--- config.mk ---
export PLATFORM = sky130hd
export DESIGN_NAME = axi_wr_burst_master_flat
export DESIGN_NICKNAME = d
export VERILOG_FILES = /design/src/rtl/axi_wr_burst_master_if.sv /design/src/rtl/axi_wr_burst_master.sv /design/src/flat_wrapper.sv
export SDC_FILE = /design/constraint.sdc
export NUM_CORES = 1
export LEC_CHECK = 0
export CELL_PAD_IN_SITES_DETAIL_PLACEMENT = 0
export CELL_PAD_IN_SITES_GLOBAL_PLACEMENT = 1
export CORE_UTILIZATION = 28
export CTS_BUF_LIST = sky130_fd_sc_hd__clkbuf_4 sky130_fd_sc_hd__clkbuf_8 sky130_fd_sc_hd__clkbuf_16
export CTS_CLUSTER_SIZE = 24
export DETAILED_ROUTE_END_ITERATION = 10
export GPL_ROUTABILITY_DRIVEN = 0
export GPL_TIMING_DRIVEN = 0
export PLACE_DENSITY = 0.81
export SYNTH_ARGS = -nofsm -noshare
export SYNTH_HDL_FRONTEND = slang
export SYNTH_SLANG_ARGS = --single-unit
--- constraint.sdc ---
create_clock -name clk -period 2.9 [get_ports clk]
set_clock_uncertainty 0.2 [all_clocks]
set_input_delay 0.435 -clock clk [delete_from_list [all_inputs] [get_ports clk]]
set_output_delay 0.435 -clock clk [all_outputs]
set_load 0.01 [all_outputs]
--- src/rtl/axi_wr_burst_master_if.sv ---
// AXI write-channel bundle (AW, W, B) between a write master and the crossbar.
// The master modport drives AW/W payloads and bready; the slave side drives the ready/response signals.
interface axi_wr_burst_master_if #(
    parameter int ADDR_WIDTH = 32,
    parameter int DATA_WIDTH = 32,
    parameter int ID_WIDTH   = 4
);
    logic [ID_WIDTH-1:0]     awid;
    logic [ADDR_WIDTH-1:0]   awaddr;
    logic [7:0]              awlen;
    logic [2:0]              awsize;
    logic [1:0]              awburst;
    logic [1:0]              awlock;
    logic [3:0]              awcache;
    logic [2:0]              awprot;
    logic                    awvalid;
    logic                    awready;

    logic [ID_WIDTH-1:0]     wid;
    logic [DATA_WIDTH-1:0]   wdata;
    logic [DATA_WIDTH/8-1:0] wstrb;
    logic                    wlast;
    logic                    wvalid;
    logic                    wready;

    logic [ID_WIDTH-1:0]     bid;
    logic [1:0]              bresp;
    logic                    bvalid;
    logic                    bready;

    modport master (
        output awid, awaddr, awlen, awsize, awburst, awlock, awcache, awprot, awvalid,
        input  awready,
        output wid, wdata, wstrb, wlast, wvalid,
        input  wready,
        input  bid, bresp, bvalid,
        output bready
    );

    modport slave (
        input  awid, awaddr, awlen, awsize, awburst, awlock, awcache, awprot, awvalid,
        output awready,
        input  wid, wdata, wstrb, wlast, wvalid,
        output wready,
        output bid, bresp, bvalid,
        input  bready
    );
endinterface

--- src/rtl/axi_wr_burst_master.sv ---
// AXI burst write master: AW issued from registered command payload, W streamed from the user beat port
// with wlast derived from a per-burst length FIFO, B responses reported per burst with a sticky error flag.
module axi_wr_burst_master #(
    parameter int ADDR_WIDTH      = 32,
    parameter int DATA_WIDTH      = 32,
    parameter int ID_WIDTH        = 4,
    parameter int AXI_ID          = 1,
    parameter int MAX_OUTSTANDING = 4
) (
    input  logic                                 clk,
    input  logic                                 reset,
    input  logic                                 req_valid,
    output logic                                 req_ready,
    input  logic [ADDR_WIDTH-1:0]                req_addr,
    input  logic [2:0]                           req_size,
    input  logic [7:0]                           req_len,
    input  logic                                 dat_valid,
    output logic                                 dat_ready,
    input  logic [DATA_WIDTH-1:0]                dat_data,
    input  logic [DATA_WIDTH/8-1:0]              dat_strb,
    axi_wr_burst_master_if.master                axi,
    output logic                                 wr_done,
    output logic [1:0]                           wr_resp,
    output logic                                 wr_err,
    output logic [$clog2(MAX_OUTSTANDING):0]     outstanding
);
    localparam int OUT_W = $clog2(MAX_OUTSTANDING) + 1;
    localparam int PTR_W = $clog2(MAX_OUTSTANDING);

    typedef enum logic {AW_IDLE = 1'b0, AW_BUSY = 1'b1} aw_state_t;

    aw_state_t               aw_state_reg;
    logic [ADDR_WIDTH-1:0]   awaddr_reg;
    logic [2:0]              awsize_reg;
    logic [7:0]              awlen_reg;
    logic [OUT_W-1:0]        outstanding_reg;
    logic [7:0]              len_mem [MAX_OUTSTANDING];
    logic [PTR_W:0]          wr_ptr_reg;
    logic [PTR_W:0]          rd_ptr_reg;
    logic [7:0]              beat_cnt_reg;
    logic                    wr_done_reg;
    logic [1:0]              wr_resp_reg;
    logic                    wr_err_reg;

    logic       q_empty;
    logic       q_full;
    logic [7:0] len_head;
    logic       req_fire;
    logic       w_fire;
    logic       w_last_fire;
    logic       b_fire;
    logic       unused_bid;

    // Pointers carry one extra wrap bit so full and empty are distinguishable.
    assign q_empty  = (wr_ptr_reg == rd_ptr_reg);
    assign q_full   = (wr_ptr_reg[PTR_W] != rd_ptr_reg[PTR_W]) &&
                      (wr_ptr_reg[PTR_W-1:0] == rd_ptr_reg[PTR_W-1:0]);
    assign len_head = len_mem[rd_ptr_reg[PTR_W-1:0]];

    assign req_ready   = (aw_state_reg == AW_IDLE) &&
                         (outstanding_reg < OUT_W'(MAX_OUTSTANDING)) && !q_full;
    assign req_fire    = req_valid && req_ready;
    assign w_fire      = axi.wvalid && axi.wready;
    assign w_last_fire = w_fire && axi.wlast;
    assign b_fire      = axi.bvalid && axi.bready;

    assign axi.awid    = ID_WIDTH'(AXI_ID);
    assign axi.awaddr  = awaddr_reg;
    assign axi.awlen   = awlen_reg;
    assign axi.awsize  = awsize_reg;
    assign axi.awburst = 2'b01;
    assign axi.awlock  = 2'b00;
    assign axi.awcache = 4'b0000;
    assign axi.awprot  = 3'b000;
    assign axi.awvalid = (aw_state_reg == AW_BUSY);

    // W beats flow straight through once at least one burst length is known.
    assign axi.wid    = ID_WIDTH'(AXI_ID);
    assign axi.wdata  = dat_data;
    assign axi.wstrb  = dat_strb;
    assign axi.wvalid = !q_empty && dat_valid;
    assign axi.wlast  = !q_empty && (beat_cnt_reg == len_head);
    assign dat_ready  = !q_empty && axi.wready;

    assign axi.bready  = (outstanding_reg != '0);
    assign unused_bid  = ^axi.bid;

    assign wr_done     = wr_done_reg;
    assign wr_resp     = wr_resp_reg;
    assign wr_err      = wr_err_reg;
    assign outstanding = outstanding_reg;

    always_ff @(posedge clk or posedge reset) begin
        if (reset) begin
            aw_state_reg <= AW_IDLE;
            awaddr_reg   <= '0;
            awsize_reg   <= '0;
            awlen_reg    <= '0;
        end else begin
            case (aw_state_reg)
                AW_IDLE: begin
                    if (req_fire) begin
                        awaddr_reg   <= req_addr;
                        awsize_reg   <= req_size;
                        awlen_reg    <= req_len;
                        aw_state_reg <= AW_BUSY;
                    end
                end
                AW_BUSY: begin
                    if (axi.awready) begin
                        aw_state_reg <= AW_IDLE;
                    end
                end
                default: aw_state_reg <= AW_IDLE;
            endcase
        end
    end

    always_ff @(posedge clk) begin
        if (req_fire) begin
            len_mem[wr_ptr_reg[PTR_W-1:0]] <= req_len;
        end
    end

    always_ff @(posedge clk or posedge reset) begin
        if (reset) begin
            wr_ptr_reg   <= '0;
            rd_ptr_reg   <= '0;
            beat_cnt_reg <= '0;
        end else begin
            if (req_fire) begin
                wr_ptr_reg <= wr_ptr_reg + 1'b1;
            end
            if (w_last_fire) begin
                rd_ptr_reg   <= rd_ptr_reg + 1'b1;
                beat_cnt_reg <= '0;
            end else if (w_fire) begin
                beat_cnt_reg <= beat_cnt_reg + 8'd1;
            end
        end
    end

    always_ff @(posedge clk or posedge reset) begin
        if (reset) begin
            outstanding_reg <= '0;
            wr_done_reg     <= 1'b0;
            wr_resp_reg     <= 2'b00;
            wr_err_reg      <= 1'b0;
        end else begin
            case ({req_fire, b_fire})
                2'b10:   outstanding_reg <= outstanding_reg + OUT_W'(1);
                2'b01:   outstanding_reg <= outstanding_reg - OUT_W'(1);
                default: outstanding_reg <= outstanding_reg;
            endcase
            wr_done_reg <= b_fire;
            if (b_fire) begin
                wr_resp_reg <= axi.bresp;
                if (axi.bresp != 2'b00) begin
                    wr_err_reg <= 1'b1;
                end
            end
        end
    end
endmodule

--- src/flat_wrapper.sv ---
// flat-port wrapper written by rule: the top's interface ports become plain ports
module axi_wr_burst_master_flat 
#(
    parameter int ADDR_WIDTH      = 32,
    parameter int DATA_WIDTH      = 32,
    parameter int ID_WIDTH        = 4,
    parameter int AXI_ID          = 1,
    parameter int MAX_OUTSTANDING = 4
)
  (clk, reset, req_valid, req_ready, req_addr, req_size, req_len, dat_valid, dat_ready, dat_data, dat_strb, wr_done, wr_resp, wr_err, outstanding, axi_awid, axi_awaddr, axi_awlen, axi_awsize, axi_awburst, axi_awlock, axi_awcache, axi_awprot, axi_awvalid, axi_awready, axi_wid, axi_wdata, axi_wstrb, axi_wlast, axi_wvalid, axi_wready, axi_bid, axi_bresp, axi_bvalid, axi_bready);
  axi_wr_burst_master_if #(.ADDR_WIDTH(ADDR_WIDTH), .DATA_WIDTH(DATA_WIDTH), .ID_WIDTH(ID_WIDTH)) axi_i ();
  input  logic clk;
  input  logic reset;
  input  logic req_valid;
  output logic req_ready;
  input  logic [ADDR_WIDTH-1:0] req_addr;
  input  logic [2:0] req_size;
  input  logic [7:0] req_len;
  input  logic dat_valid;
  output logic dat_ready;
  input  logic [DATA_WIDTH-1:0] dat_data;
  input  logic [DATA_WIDTH/8-1:0] dat_strb;
  output logic wr_done;
  output logic [1:0] wr_resp;
  output logic wr_err;
  output logic [$clog2(MAX_OUTSTANDING):0] outstanding;
  output wire logic [$bits(axi_i.awid)-1:0] axi_awid;
  output wire logic [$bits(axi_i.awaddr)-1:0] axi_awaddr;
  output wire logic [$bits(axi_i.awlen)-1:0] axi_awlen;
  output wire logic [$bits(axi_i.awsize)-1:0] axi_awsize;
  output wire logic [$bits(axi_i.awburst)-1:0] axi_awburst;
  output wire logic [$bits(axi_i.awlock)-1:0] axi_awlock;
  output wire logic [$bits(axi_i.awcache)-1:0] axi_awcache;
  output wire logic [$bits(axi_i.awprot)-1:0] axi_awprot;
  output wire logic [$bits(axi_i.awvalid)-1:0] axi_awvalid;
  input wire logic [$bits(axi_i.awready)-1:0] axi_awready;
  output wire logic [$bits(axi_i.wid)-1:0] axi_wid;
  output wire logic [$bits(axi_i.wdata)-1:0] axi_wdata;
  output wire logic [$bits(axi_i.wstrb)-1:0] axi_wstrb;
  output wire logic [$bits(axi_i.wlast)-1:0] axi_wlast;
  output wire logic [$bits(axi_i.wvalid)-1:0] axi_wvalid;
  input wire logic [$bits(axi_i.wready)-1:0] axi_wready;
  input wire logic [$bits(axi_i.bid)-1:0] axi_bid;
  input wire logic [$bits(axi_i.bresp)-1:0] axi_bresp;
  input wire logic [$bits(axi_i.bvalid)-1:0] axi_bvalid;
  output wire logic [$bits(axi_i.bready)-1:0] axi_bready;
  assign axi_awid = axi_i.awid;
  assign axi_awaddr = axi_i.awaddr;
  assign axi_awlen = axi_i.awlen;
  assign axi_awsize = axi_i.awsize;
  assign axi_awburst = axi_i.awburst;
  assign axi_awlock = axi_i.awlock;
  assign axi_awcache = axi_i.awcache;
  assign axi_awprot = axi_i.awprot;
  assign axi_awvalid = axi_i.awvalid;
  assign axi_i.awready = axi_awready;
  assign axi_wid = axi_i.wid;
  assign axi_wdata = axi_i.wdata;
  assign axi_wstrb = axi_i.wstrb;
  assign axi_wlast = axi_i.wlast;
  assign axi_wvalid = axi_i.wvalid;
  assign axi_i.wready = axi_wready;
  assign axi_i.bid = axi_bid;
  assign axi_i.bresp = axi_bresp;
  assign axi_i.bvalid = axi_bvalid;
  assign axi_bready = axi_i.bready;
  axi_wr_burst_master #(.ADDR_WIDTH(ADDR_WIDTH), .DATA_WIDTH(DATA_WIDTH), .ID_WIDTH(ID_WIDTH), .AXI_ID(AXI_ID), .MAX_OUTSTANDING(MAX_OUTSTANDING)) u_core (.clk(clk), .reset(reset), .req_valid(req_valid), .req_ready(req_ready), .req_addr(req_addr), .req_size(req_size), .req_len(req_len), .dat_valid(dat_valid), .dat_ready(dat_ready), .dat_data(dat_data), .dat_strb(dat_strb), .axi(axi_i), .wr_done(wr_done), .wr_resp(wr_resp), .wr_err(wr_err), .outstanding(outstanding));
endmodule
==> results.toml <==
[yosys]
synthArstFlopShare_pct = 67.01
syn_avg_cell_area_um2 = 13.53
synth_top_flop_cell = "dfrtp_1"
yosys.area.top_type_share_pct = 36.33
netlist_top_cells_count = "dfrtp_1 (65), buf_4 (56), mux2_2 (46)"
yosys-top-cells-area = "dfrtp_1 (36%), edfxtp_1 (21%), mux2_2 (12%)"
syn-cell-area_um2 = 4477
synth_cell_types = 34
synth_cells = 331
ys_warn_count = 0
yosysMostFrequentCell = "dfrtp_1"
ys_seq_area_share_pct = 57.80
synth_seq_cells = 97
synth-edff-count = 32
yosysTopAreaCell = "dfrtp_1"

[clock_network]
worstSkewPairLatency_ns = 0.34
numCtsBuffers = 9
tritoncts = "yes"
cts_buffer_depth = 2
cts-hold-fix-buffers = 0
htreeDepth = 3
clk_pin_slew_worst_paths_ns = 0.07
cts_root_buf = "clkbuf_16"
cts.sinks = 97

[die]
fp.dieArea_um2 = 16500
coreArea_um2 = 15430
row_count = 45
ios = 203
initial_core_util_pct = 29.02
die_w_um = 128.4
dieHeight_um = 128.4

[timing]
max_freq_mhz = 338.6
relSlewSlack_pct = 39.51
min_period_ns = 2.953
slew_violations = 0
setup_violations = 1
worst_pin_slew_ns = 0.9060
rsz0062_at_grt = "yes"
period_share_pct = 101.8
hold_viol_final = 0
setup_ws_ns = -0.05340
holdWs_ns = 0.2890

[power_and_ir_drop]
clockPowerShare_pct = 21.6
p_int_uw = 3952
leakagePower_uw = 0.002780
power_uw = 5663
p_sw_uw = 1711
sw_frac_of_total_pct = 30.22
powerDensity_nw_per_um2 = 842.6
seqPwrFrac_pct = 38.4
p_comb_share_pct = 40.1
ir_drop_mv = 0.5208

[finish]
stdcell_area_um2 = 6720
drive_gt1_share_pct = 29.40
final_nets = 612
diodes = 0
area_delta_synth_final_pct = 50.11
fillers = 1426
fin_util_pct = 43.56

[flow_run]
maxCapViolCount = 0

[placement]
postPlaceCellArea_um2 = 6261
hpwlAfterDp_um = 6992
numPortBuffers = 143

[worst_setup_path]
crit_arrival_ns = 2.32
worstSetupPathType = "flip-flop to output pin"
cp_max_fo = 4
cp.required_ns = 2.27
endpoint_kind = "output pin"
critPathLaunchType = "flip-flop"

[worst_hold_path]
hold_class = "flip-flop to flip-flop"

[run_status]
violations = "negative setup slack"
status = "complete, but fails checks"

[detailed_routing]
ant_nets = 0
viasPerCell = 4.159
drt_iter0_markers = 90
detail_route.wl_per_cell_um = 12.63
wl_um = 9196
vias = 3028
drc_errors = 0
firstDrtPassIters = 4

[global_route]
grt_pass1_wl_um = 14630
grt_pass1_vias = 3024
grt-ovfl-total = 0
grtUsageTotal_pct = 11.38
grt_max_degree = 42
antenna_found_initial = 0
-- cells in the final DEF (no fill, tap or decap), types with 4 or more instances in the layout --
| cell type | count |
|---|---|
| and3_1 | 5 |
| o21ai_0 | 11 |
| conb_1 | 19 |
| nand3_1 | 6 |
| ha_1 | 6 |
| dfrtp_1 | 65 |
| nand2_1 | 12 |
| inv_1 | 8 |
| mux2i_1 | 14 |
| edfxtp_1 | 32 |
| clkbuf_16 | 9 |
| o22ai_1 | 5 |
| mux2_2 | 46 |
| buf_6 | 4 |
| buf_4 | 65 |
| clkdlybuf4s50_1 | 141 |
| xor2_1 | 11 |
| xnor2_1 | 10 |
-- power groups by stage --
stage               registers [uW]  clock network, uW  logic [uW]
floorplan                     2300                  0         970
global placement              2160                  0        2170
detailed placement            2190                  0        2220
CTS                           2170               1260        2280
global route                  2230               1310        2460
finish                        2170               1220        2270
-- final timing paths --
path                                       from                endpoint  slack (ns)  cells after the start
max in group asynchronous                 reset   u_core.outstanding[2]        1.45                      3
hold reg to reg                   u_core.wr_err           u_core.wr_err        0.29                      1
hold / removal                    u_core.wr_err           u_core.wr_err        0.29                      1
setup / recovery           u_core.rd_ptr_reg[0]               axi_wlast       -0.05                      7
setup reg to reg           u_core.rd_ptr_reg[0]  u_core.beat_cnt_reg[4]        0.10                      8
min in group asynchronous                 reset   u_core.axi.awaddr[22]        0.41                      2
-- worst max-delay path, cell delays in order, from the launching register on --
cell     delay (ns)
dfrtp_1        0.37
buf_6          0.12
mux4_2         0.49
xnor2_1        0.15
nand2_1        0.07
or4_4          0.54
nor2_4         0.13
buf_6          0.11
-- repair_timing --
action                     in CTS  in global routing
pin swaps                       3                  5
setup buffers                   6                  4
setup endpoints to repair       3                  9
gates resized for setup        14                 10
-- cell families after synthesis --
logic type               count (synthesis)  synth area share [%]
XOR/XNOR                                22                 4.304
multiplexers                            64                 16.27
flip-flops                              97                 57.80
other                                    2                0.1678
buffers and inverters                   74                 11.21
AND/OR/NAND/NOR                         44                 5.255
adder cells (fa/ha/maj)                  8                 2.404
AO/OA/AOI/OAI                           20                 2.599
-- routing by layer --
layer | vias to the layer above | share of wire [%] | wire (um) | global-route usage, %
li1 | 1429 | - | - | -
met1 | 1422 | 38 | 3477 | 12.15
met2 | 163 | 48 | 4400 | 19.55
met3 | 14 | 12 | 1113 | 4.823
met4 | 0 | 2.2 | 204 | 5.190
met5 | - | 0 | 0 | 0
-- layout make-up --
| class | instances | area, um2 | share of cell area, % |
|---|---|---|---|
| flip-flops and latches | 97 | 2587 | 38.50 |
| repair buffers | 154 | 1530 | 22.77 |
| multi-input cells | 177 | 1516 | 22.57 |
| plain buffers | 64 | 475.5 | 7.075 |
| well taps | 211 | 264.0 | 3.928 |
| clock buffers | 10 | 239.0 | 3.556 |
| clock inverters | 6 | 73.82 | 1.098 |
| inverters | 9 | 33.78 | 0.5027 |
-- metrics by stage --
step,setup TNS (ns),setup slack (ns),std cells
2_1_floorplan,0,0.1733,348
3_3_place_gp,-34.61,-0.5305,702
3_5_place_dp,-0.5844,-0.3971,703
4_1_cts,-0.1018,-0.1018,725
5_1_grt,-0.2822,-0.1635,728
6_report,-0.05340,-0.05340,728
Note: power is estimated with default switching activity, not from simulation.
